==> src/rtl/ahbl_gpio_pkg.sv <==
// Shared definitions for the AHB-Lite GPIO slave: register map offsets,
// register index encoding and the value returned for unmapped reads.
package ahbl_gpio_pkg;

  // Register index inside one port window, taken from HADDR[4:2]
  typedef enum logic [2:0] {
    REG_DATA    = 3'd0,
    REG_DIR     = 3'd1,
    REG_SET     = 3'd2,
    REG_CLR     = 3'd3,
    REG_TGL     = 3'd4,
    REG_RISE_EN = 3'd5,
    REG_FALL_EN = 3'd6,
    REG_STATUS  = 3'd7
  } gpio_reg_e;

  localparam logic [4:0]  OFS_DATA    = 5'h00;
  localparam logic [4:0]  OFS_DIR     = 5'h04;
  localparam logic [4:0]  OFS_SET     = 5'h08;
  localparam logic [4:0]  OFS_CLR     = 5'h0C;
  localparam logic [4:0]  OFS_TGL     = 5'h10;
  localparam logic [4:0]  OFS_RISE_EN = 5'h14;
  localparam logic [4:0]  OFS_FALL_EN = 5'h18;
  localparam logic [4:0]  OFS_STATUS  = 5'h1C;
  localparam logic [31:0] PORT_STRIDE = 32'h20;
  localparam logic [31:0] BAD_READ    = 32'hBADDBEEF;

  // Map a byte offset within a port window to its register index
  function automatic gpio_reg_e reg_index(input logic [4:0] ofs);
    return gpio_reg_e'(ofs[4:2]);
  endfunction

endpackage

==> src/rtl/ahbl_gpio_irq_if.sv <==
// AHB-Lite bus bundle between a master (or interconnect) and the GPIO slave.
interface ahbl_gpio_irq_if;
  logic [31:0] HADDR;
  logic [1:0]  HTRANS;
  logic        HREADY;
  logic [2:0]  HSIZE;
  logic        HWRITE;
  logic        HSEL;
  logic [31:0] HWDATA;
  logic        HREADYOUT;
  logic [31:0] HRDATA;

  modport master (
    output HADDR, HTRANS, HREADY, HSIZE, HWRITE, HSEL, HWDATA,
    input  HREADYOUT, HRDATA
  );

  modport slave (
    input  HADDR, HTRANS, HREADY, HSIZE, HWRITE, HSEL, HWDATA,
    output HREADYOUT, HRDATA
  );
endinterface

==> src/rtl/ahbl_gpio_irq_port.sv <==
// One GPIO port: output/direction registers, edge enables, sticky status,
// input synchroniser and edge detector. Bus decode happens in the top.
module gpio_port
  import ahbl_gpio_pkg::*;
#(
  parameter int WIDTH       = 32,
  parameter int SYNC_STAGES = 2
) (
  input  logic             HCLK,
  input  logic             HRESETn,
  input  logic             we,
  input  gpio_reg_e        reg_idx,
  input  logic [31:0]      wdata,
  input  logic [WIDTH-1:0] pad_in,
  output logic [WIDTH-1:0] gpio_out,
  output logic [WIDTH-1:0] gpio_oe,
  output logic [31:0]      rdata,
  output logic             irq
);

  logic [WIDTH-1:0] sync_q [SYNC_STAGES];
  logic [WIDTH-1:0] sync_in, prev_q;
  logic [WIDTH-1:0] out_q, oe_q, rise_en_q, fall_en_q, status_q;
  logic [WIDTH-1:0] out_next, oe_next, rise_en_next, fall_en_next, status_next;
  logic [WIDTH-1:0] w1c, edge_evt, wd, rdata_w;
  logic             irq_next;

  assign wd       = wdata[WIDTH-1:0];
  assign sync_in  = sync_q[SYNC_STAGES-1];
  assign edge_evt = (sync_in & ~prev_q & rise_en_q) | (~sync_in & prev_q & fall_en_q);

  // Next-state of the bus-visible registers; a new edge beats a W1C on the same bit
  always_comb begin
    out_next     = out_q;
    oe_next      = oe_q;
    rise_en_next = rise_en_q;
    fall_en_next = fall_en_q;
    w1c          = '0;
    if (we) begin
      unique case (reg_idx)
        REG_DATA:    out_next     = wd;
        REG_DIR:     oe_next      = wd;
        REG_SET:     out_next     = out_q | wd;
        REG_CLR:     out_next     = out_q & ~wd;
        REG_TGL:     out_next     = out_q ^ wd;
        REG_RISE_EN: rise_en_next = wd;
        REG_FALL_EN: fall_en_next = wd;
        REG_STATUS:  w1c          = wd;
        default:     ;
      endcase
    end
    status_next = (status_q & ~w1c) | edge_evt;
    irq_next    = |(status_next & (rise_en_next | fall_en_next));
  end

  // Register state, synchroniser chain, previous sample and the port interrupt flop
  always_ff @(posedge HCLK or negedge HRESETn) begin
    if (!HRESETn) begin
      for (int i = 0; i < SYNC_STAGES; i++) sync_q[i] <= '0;
      prev_q    <= '0;
      out_q     <= '0;
      oe_q      <= '0;
      rise_en_q <= '0;
      fall_en_q <= '0;
      status_q  <= '0;
      irq       <= 1'b0;
    end else begin
      sync_q[0] <= pad_in;
      for (int i = 1; i < SYNC_STAGES; i++) sync_q[i] <= sync_q[i-1];
      prev_q    <= sync_in;
      out_q     <= out_next;
      oe_q      <= oe_next;
      rise_en_q <= rise_en_next;
      fall_en_q <= fall_en_next;
      status_q  <= status_next;
      irq       <= irq_next;
    end
  end

  // Read mux; SET/CLR/TGL are write-only and read as zero
  always_comb begin
    rdata_w = '0;
    unique case (reg_idx)
      REG_DATA:    rdata_w = sync_in;
      REG_DIR:     rdata_w = oe_q;
      REG_RISE_EN: rdata_w = rise_en_q;
      REG_FALL_EN: rdata_w = fall_en_q;
      REG_STATUS:  rdata_w = status_q;
      default:     rdata_w = '0;
    endcase
  end

  assign rdata    = 32'(rdata_w);
  assign gpio_out = out_q;
  assign gpio_oe  = oe_q;

endmodule

==> src/rtl/ahbl_gpio_irq.sv <==
// AHB-Lite GPIO slave with edge interrupts: latches the address phase,
// decodes the port window and register, and combines per-port read data and IRQs.
module ahbl_gpio_irq
  import ahbl_gpio_pkg::*;
#(
  parameter int NPORTS      = 3,
  parameter int WIDTH       = 32,
  parameter int SYNC_STAGES = 2
) (
  input  logic                    HCLK,
  input  logic                    HRESETn,
  ahbl_gpio_irq_if.slave          ahb,
  input  logic [NPORTS*WIDTH-1:0] GPIO_IN,
  output logic [NPORTS*WIDTH-1:0] GPIO_OUT,
  output logic [NPORTS*WIDTH-1:0] GPIO_OE,
  output logic                    IRQ
);

  logic        sel_d, trans_d, write_d;
  logic [23:0] addr_d;
  logic [18:0] port_sel;
  logic        aligned, write_act;
  gpio_reg_e   reg_idx;
  logic [NPORTS-1:0] port_we, port_irq;
  logic [31:0] port_rdata [NPORTS];
  logic [31:0] hrdata_mux;
  logic        unused_bus;

  assign unused_bus = ^{ahb.HSIZE, ahb.HADDR[31:24], ahb.HTRANS[0]};

  // Capture the address phase whenever the bus advances
  always_ff @(posedge HCLK or negedge HRESETn) begin
    if (!HRESETn) begin
      sel_d   <= 1'b0;
      trans_d <= 1'b0;
      write_d <= 1'b0;
      addr_d  <= '0;
    end else if (ahb.HREADY) begin
      sel_d   <= ahb.HSEL;
      trans_d <= ahb.HTRANS[1];
      write_d <= ahb.HWRITE;
      addr_d  <= ahb.HADDR[23:0];
    end
  end

  assign port_sel  = addr_d[23:5];
  assign aligned   = (addr_d[1:0] == 2'b00);
  assign write_act = sel_d & trans_d & write_d;
  assign reg_idx   = reg_index(addr_d[4:0]);

  // Port select for writes and read-data mux; unmapped windows read BAD_READ
  always_comb begin
    port_we    = '0;
    hrdata_mux = BAD_READ;
    for (int p = 0; p < NPORTS; p++) begin
      if (aligned && port_sel == 19'(p)) begin
        port_we[p] = write_act;
        hrdata_mux = port_rdata[p];
      end
    end
  end

  for (genvar p = 0; p < NPORTS; p++) begin : g_port
    gpio_port #(
      .WIDTH       (WIDTH),
      .SYNC_STAGES (SYNC_STAGES)
    ) u_port (
      .HCLK     (HCLK),
      .HRESETn  (HRESETn),
      .we       (port_we[p]),
      .reg_idx  (reg_idx),
      .wdata    (ahb.HWDATA),
      .pad_in   (GPIO_IN[p*WIDTH +: WIDTH]),
      .gpio_out (GPIO_OUT[p*WIDTH +: WIDTH]),
      .gpio_oe  (GPIO_OE[p*WIDTH +: WIDTH]),
      .rdata    (port_rdata[p]),
      .irq      (port_irq[p])
    );
  end

  assign ahb.HRDATA    = hrdata_mux;
  assign ahb.HREADYOUT = 1'b1;
  assign IRQ           = |port_irq;

endmodule

==> src/flat_wrapper.sv <==
// flat-port wrapper written by rule: the top's interface ports become plain ports
module ahbl_gpio_irq_flat import ahbl_gpio_pkg::*;
#(
  parameter int NPORTS      = 3,
  parameter int WIDTH       = 32,
  parameter int SYNC_STAGES = 2
)
  (HCLK, HRESETn, GPIO_IN, GPIO_OUT, GPIO_OE, IRQ, ahb_HADDR, ahb_HTRANS, ahb_HREADY, ahb_HSIZE, ahb_HWRITE, ahb_HSEL, ahb_HWDATA, ahb_HREADYOUT, ahb_HRDATA);
  ahbl_gpio_irq_if ahb_i ();
  input  logic HCLK;
  input  logic HRESETn;
  input  logic [NPORTS*WIDTH-1:0] GPIO_IN;
  output logic [NPORTS*WIDTH-1:0] GPIO_OUT;
  output logic [NPORTS*WIDTH-1:0] GPIO_OE;
  output logic IRQ;
  input wire logic [$bits(ahb_i.HADDR)-1:0] ahb_HADDR;
  input wire logic [$bits(ahb_i.HTRANS)-1:0] ahb_HTRANS;
  input wire logic [$bits(ahb_i.HREADY)-1:0] ahb_HREADY;
  input wire logic [$bits(ahb_i.HSIZE)-1:0] ahb_HSIZE;
  input wire logic [$bits(ahb_i.HWRITE)-1:0] ahb_HWRITE;
  input wire logic [$bits(ahb_i.HSEL)-1:0] ahb_HSEL;
  input wire logic [$bits(ahb_i.HWDATA)-1:0] ahb_HWDATA;
  output wire logic [$bits(ahb_i.HREADYOUT)-1:0] ahb_HREADYOUT;
  output wire logic [$bits(ahb_i.HRDATA)-1:0] ahb_HRDATA;
  assign ahb_i.HADDR = ahb_HADDR;
  assign ahb_i.HTRANS = ahb_HTRANS;
  assign ahb_i.HREADY = ahb_HREADY;
  assign ahb_i.HSIZE = ahb_HSIZE;
  assign ahb_i.HWRITE = ahb_HWRITE;
  assign ahb_i.HSEL = ahb_HSEL;
  assign ahb_i.HWDATA = ahb_HWDATA;
  assign ahb_HREADYOUT = ahb_i.HREADYOUT;
  assign ahb_HRDATA = ahb_i.HRDATA;
  ahbl_gpio_irq #(.NPORTS(NPORTS), .WIDTH(WIDTH), .SYNC_STAGES(SYNC_STAGES)) u_core (.HCLK(HCLK), .HRESETn(HRESETn), .ahb(ahb_i), .GPIO_IN(GPIO_IN), .GPIO_OUT(GPIO_OUT), .GPIO_OE(GPIO_OE), .IRQ(IRQ));
endmodule
==> config.mk <==
export PLATFORM = sky130hd
export DESIGN_NAME = ahbl_gpio_irq_flat
export DESIGN_NICKNAME = d
export VERILOG_FILES = /design/src/rtl/ahbl_gpio_pkg.sv /design/src/rtl/ahbl_gpio_irq_if.sv /design/src/rtl/ahbl_gpio_irq_port.sv /design/src/rtl/ahbl_gpio_irq.sv /design/src/flat_wrapper.sv
export SDC_FILE = /design/constraint.sdc
export NUM_CORES = 1
export LEC_CHECK = 0
export ABC_AREA = 1
export ABC_CLOCK_PERIOD_IN_PS = 6800
export CAP_MARGIN = 20
export CORE_UTILIZATION = 44
export DETAILED_ROUTE_END_ITERATION = 6
export GPL_ROUTABILITY_DRIVEN = 0
export PLACE_DENSITY = 0.7
export SYNTH_ARGS = -nofsm -noshare
export SYNTH_HDL_FRONTEND = slang
export SYNTH_SLANG_ARGS = --single-unit
==> constraint.sdc <==
create_clock -name HCLK -period 6.8 [get_ports HCLK]
set_input_delay 1.36 -clock HCLK [delete_from_list [all_inputs] [get_ports HCLK]]
set_output_delay 1.36 -clock HCLK [all_outputs]
set_load 0.01 [all_outputs]
Yosys cells after proc, flatten, opt, wreduce, memory -nomap -nowiden. Cells that the tools add are included.

Bits of input ports: 170. Memories kept: 0. Bits in read-only memories: 0. RAM bits: 0. Bits in latches: 0. Bits in registers: 798. Output and inout bits: 226.

Shift-type cells: 0. $add $sub $neg: 0. Bitwise logic cells: 48. Equality and inequality tests: 9. $lt $le $gt $ge: 0. Mux-type cells: 28. Reductions and logical operators: 17. Multiply operators: 0. Divide/modulo/power cells: 0.

Operators with widths (count): $and A32 B32 Y32 (21); $mux W32 (19); $pmux W32 S5 (3); $or A32 B32 Y32 (12); $pmux W32 S4 (3); $not A32 Y32 (10); $reduce_or A32 Y1 (3); $xor A32 B32 Y32 (3); $eq A19 B1 Y1 const B (1); $eq A19 B2 Y1 const B (1); $logic_not A19 Y1 (1); $eq A3 B3 Y1 const B (4); $reduce_and A2 Y1 (6); $eq A3 B2 Y1 const B (2); $reduce_bool A4 Y1 (1); $eq A3 B1 Y1 const B (1); $logic_and A1 B1 Y1 (3); $logic_not A3 Y1 (1); $mux W1 (3); $reduce_or A3 Y1 (1); $and A1 B1 Y1 (2); $logic_not A2 Y1 (1).

Longest topological paths before layout.
Word-level depth: 9. Mapped depth: 17.

Hierarchy. Synthesis repeated with hierarchy kept, for this count alone.

Cells, all modules: 4243. Area, all modules: 37479.7 sq um.

Modules (own cells, without submodules): gpio_port (cells each 1306, area each 11743.8 sq um, times used 3); ahbl_gpio_irq (cells each 325, area each 2248.4 sq um, times used 1).

Worst setup path before layout. OpenSTA, ideal clock, no wires.

Kind: reg2out. Start: register u_core.addr_d[4]. End: output ahb_HRDATA[25]. Path slack: 3.594 ns. Path buffers: 3. Stages on the path, launching flop included: 11. Data required time: 5.440 ns. Data arrival time: 1.846 ns. Cell sequence: dfrtp_1 buf_2 inv_1 nand2_1 inv_2 buf_2 buf_1 nand2_1 o211ai_1 a221oi_1 o21ai_0.

Word-level cells in the longest chain between the ends: 5. Elaborated cells on any way between the ends: 11. Classes of those cells: 4 x eq/ne; 6 x mux; 1 x reduce/logical.

RTL lines: start: declaration (line ahbl_gpio_irq.sv:20) `logic [23:0] addr_d;`; start signal: assignment (line ahbl_gpio_irq.sv:42) `addr_d <= ahb.HADDR[23:0];`; $eq A3 B3 Y1 (tied with other cells) (line ahbl_gpio_irq_port.sv:83) `unique case (reg_idx)`; $pmux W32 S5 (line ahbl_gpio_irq_port.sv:83); $mux W32 (2 in a row) (line ahbl_gpio_irq.sv:56) `if (aligned && port_sel == 19'(p)) begin`; $mux W32 * (line ahbl_gpio_irq.sv:56); end: declaration (line flat_wrapper.sv:24) `output wire logic [$bits(ahb_i.HRDATA)-1:0] ahb_HRDATA;`.

Mark *: on every way between the ends. The rest lies on a longest branch, timed or not.

Worst setup path in the final report.
Start: register u_core.addr_d[2]. End: output ahb_HRDATA[20].

The elaborated chain is that of the path after synthesis.

==> flow_summary.ini <==
[floorplanning]
ioPinCount = 396
std_cell_rows = 109
core_area_mm2 = 0.0884
die_y_um = 301
die_w_um = 301
start_util_pct = 44.4
dieArea_mm2 = 0.0904

[timing]
fin_crit_sh_pct = 86.6
slew_headroom_pct = 24.4
hold_viol = 0
final.min_clock_period_ns = 5.89
worstMarginPinSlew_ns = 1.13
rsz0062_at_grt = no
max_freq_ghz = 0.170
finalClockSkew_ns = 0.0223
fin_setup_tns_ns = 0
slew_viol_final = 0
setup_viol = 0

[cts]
postCtsSetupBuffers = 0
numCtsBuffers = 89
clkTransAtPathRegs_ns = 0.06
htree_levels = 3
clock_sinks = 798
hold_buffers = 0
cts_buffer_depth = 3
post_cts_resize_count = 0
cts_tree = built
cts_root_buf = clkbuf_16
clock_latency_ns = 0.66

[logic_synthesis]
yosys_register_bits = 798
synth_most_common_cell = nand2_1
synth_edf_count = 0
yosysWarningCount = 0
syn_area_per_cell_um2 = 8.29
syn-num-nets = 5095
syn_inst = 4733
synth_ff_type = dfrtp_1
ys_top_cells_by_area = dfrtp_1, nand2_1, o21ai_0, inv_1, ha_1
ys_types = 40
synth_seq_area_share_pct = 50.9
netlist.area_leader.share_pct = 50.9
syn-cell-area_mm2 = 0.0392
yosysTopAreaCell = dfrtp_1
async_flop_share_pct = 100
synthTopCellsByCount = nand2_1, dfrtp_1, inv_1

[status]
outcome = finished, final reports clean

[grt]
use_met2_pct = 42.8
met3_usage_pct = 8.25
top_usage_layer = met2
antenna_found_initial = 22
grt_use_total_pct = 29.3
gr-total-overflow = 0
met1_usage_pct = 41.1
grt_max_degree = 178
grt_pass1_wl_mm = 200
grt_pass1_vias = 32691

[layout]
drive_gt1_share_pct = 4.99
syn2layout_area_growth_pct = 20.3
layout.cells.non_filler = 6285
nNetsFinal = 5403
n_fill_cell = 8009

[place]
dp_hpwl_mm = 90.3
placed_cells = 6115
io_buffer_count = 382

[routing]
drt_iter0_markers = 3841
first_pass_iters = 6
viasPerCell = 5.49
drtAntennaViolNets = 0
drc = 0
post_drt_wl_per_cell_um = 21.3
routed_wl_mm = 134
vias = 34475

[critical_path]
reg2reg_from = u_core.addr_d[2]
reg2reg_depth = 12
crit_end = ahb_HRDATA[20]
required_ns = 5.44
start_kind = flip-flop
end_kind = output pin
r2r_end = u_core.g_port[0].u_port.irq
r2r_setup_slack_ns = 2.96
critPathMaxFanout = 75
timing.critical_path.from = u_core.addr_d[2]
critPathKind = flip-flop to output pin
worstPathArrival_ns = 4.53

[pwr]
peakVddDrop_v = 0.000201
leakagePower_uw = 0.0244
p_per_area_mw_per_mm2 = 229

[job]
maxCapViolCount = 0

[hold_path]
min-delay-start = u_core.g_port[2].u_port.sync_q[61]
min_path_type = flip-flop to flip-flop
holdPathStages = 0
==> registers in the layout, indices dropped and copies added (netlist names) <==
register	cells
u_core.g_port.u_port.irq	3
u_core.g_port.u_port.gpio_oe	96
u_core.addr_d	24
u_core.g_port.u_port.status_q	96
u_core.g_port.u_port.rise_en_q	96
u_core.g_port.u_port.sync_in	96
u_core.g_port.u_port.fall_en_q	96
u_core.trans_d	1
u_core.g_port.u_port.prev_q	96
u_core.write_d	1
u_core.g_port.u_port.sync_q	96
u_core.g_port.u_port.gpio_out	96
u_core.sel_d	1
==> layout make-up <==
type                    count  area [um2]  share of cell area [%]
clock buffers             123        2590                    5.48
repair buffers            435        4320                    9.14
diodes                      9        22.5                  0.0477
inverters                 695        2620                    5.54
flip-flops and latches    798       20000                    42.3
multi-input cells        3022       15800                    33.4
clock inverters            38         470                   0.997
well taps                1165        1460                    3.09
==> worst min path at each step <==
stage / endpoint / slack (ns)
after floorplan: u_core.g_port[0].u_port.sync_in[0] / 0.33
after global placement: u_core.g_port[2].u_port.sync_in[15] / 0.33
after detailed placement: u_core.g_port[0].u_port.sync_in[12] / 0.33
after CTS: u_core.g_port[2].u_port.sync_in[29] / 0.34
after global routing: u_core.g_port[0].u_port.sync_in[26] / 0.35
final: u_core.g_port[2].u_port.sync_in[29] / 0.34
==> cell families (layout without fill, tap and decap cells) <==
kind of cell | Yosys count | count (layout) | synth area share [%]
buffers and inverters | 913 | 1291 | 9.08
flip-flops | 798 | 798 | 50.9
adder cells (fa/ha/maj) | 192 | 192 | 6.12
multiplexers | 18 | 18 | 0.516
AO/OA/AOI/OAI | 1122 | 1122 | 16.7
AND/OR/NAND/NOR | 1689 | 1689 | 16.7
other | 1 | 10 | 0.00955
==> critical path: stages (launching register included) <==
cell and delay, ns:
dfrtp_1 0.57, nand3_1 0.36, inv_4 0.82, buf_4 0.51, nand2_1 0.09, o21ai_0 0.10, a211oi_1 0.09, a21oi_1 0.34
o21ai_0 0.13, o21ai_0 0.15, clkdlybuf4s50_1 0.59
==> report_power, final <==
part / total (uW) / switching [uW] / internal, uW
Combinational: 835 / 565 / 270
Clock: 5050 / 2070 / 2980
Sequential: 4930 / 82.4 / 4850
==> per-layer routing <==
metal,wire length [um],part of all wire (%)
met2,57400,43
met3,14700,11
met5,120,0.090
met4,4870,3.6
met1,56500,42
==> placed cells by master, fill, tap and decap left out, types with 7 or more instances in the layout <==
cell                n
clkbuf_16          91
inv_1             685
o21ai_0           552
nor2_1            228
o2111ai_1          64
mux2_2             18
o211ai_1           24
buf_4              45
o21ai_1           134
a21oi_1            93
clkbuf_8           19
a221oi_1           47
clkbuf_1           13
nor3_1             30
nand2_1          1341
a211oi_1           23
o221ai_1            8
diode_2             9
ha_1              192
inv_2               7
a31oi_1            65
nand3_1            54
dfrtp_1           798
clkinv_2           15
bufinv_16           8
clkdlybuf4s50_1   381
a22oi_1           103
==> stage by stage <==
| stage | instance area [um2] | hold WS, ns | total power, uW | setup slack, ns | util [%] |
|---|---|---|---|---|---|
| detailed placement | 44100 | 0.335 | 5840 | 1.69 | 49.9 |
| finish | 47200 | 0.339 | 10800 | 0.911 | 53.4 |
| floorplan | 39200 | 0.331 | 5400 | 3.59 | - |
| global placement | 44100 | 0.333 | 5820 | 1.69 | 49.9 |
| global route | 47200 | 0.348 | 11200 | 0.812 | 53.4 |
| CTS | 47200 | 0.343 | 10900 | 0.999 | 53.4 |
Power figures use the tool's default switching activity.
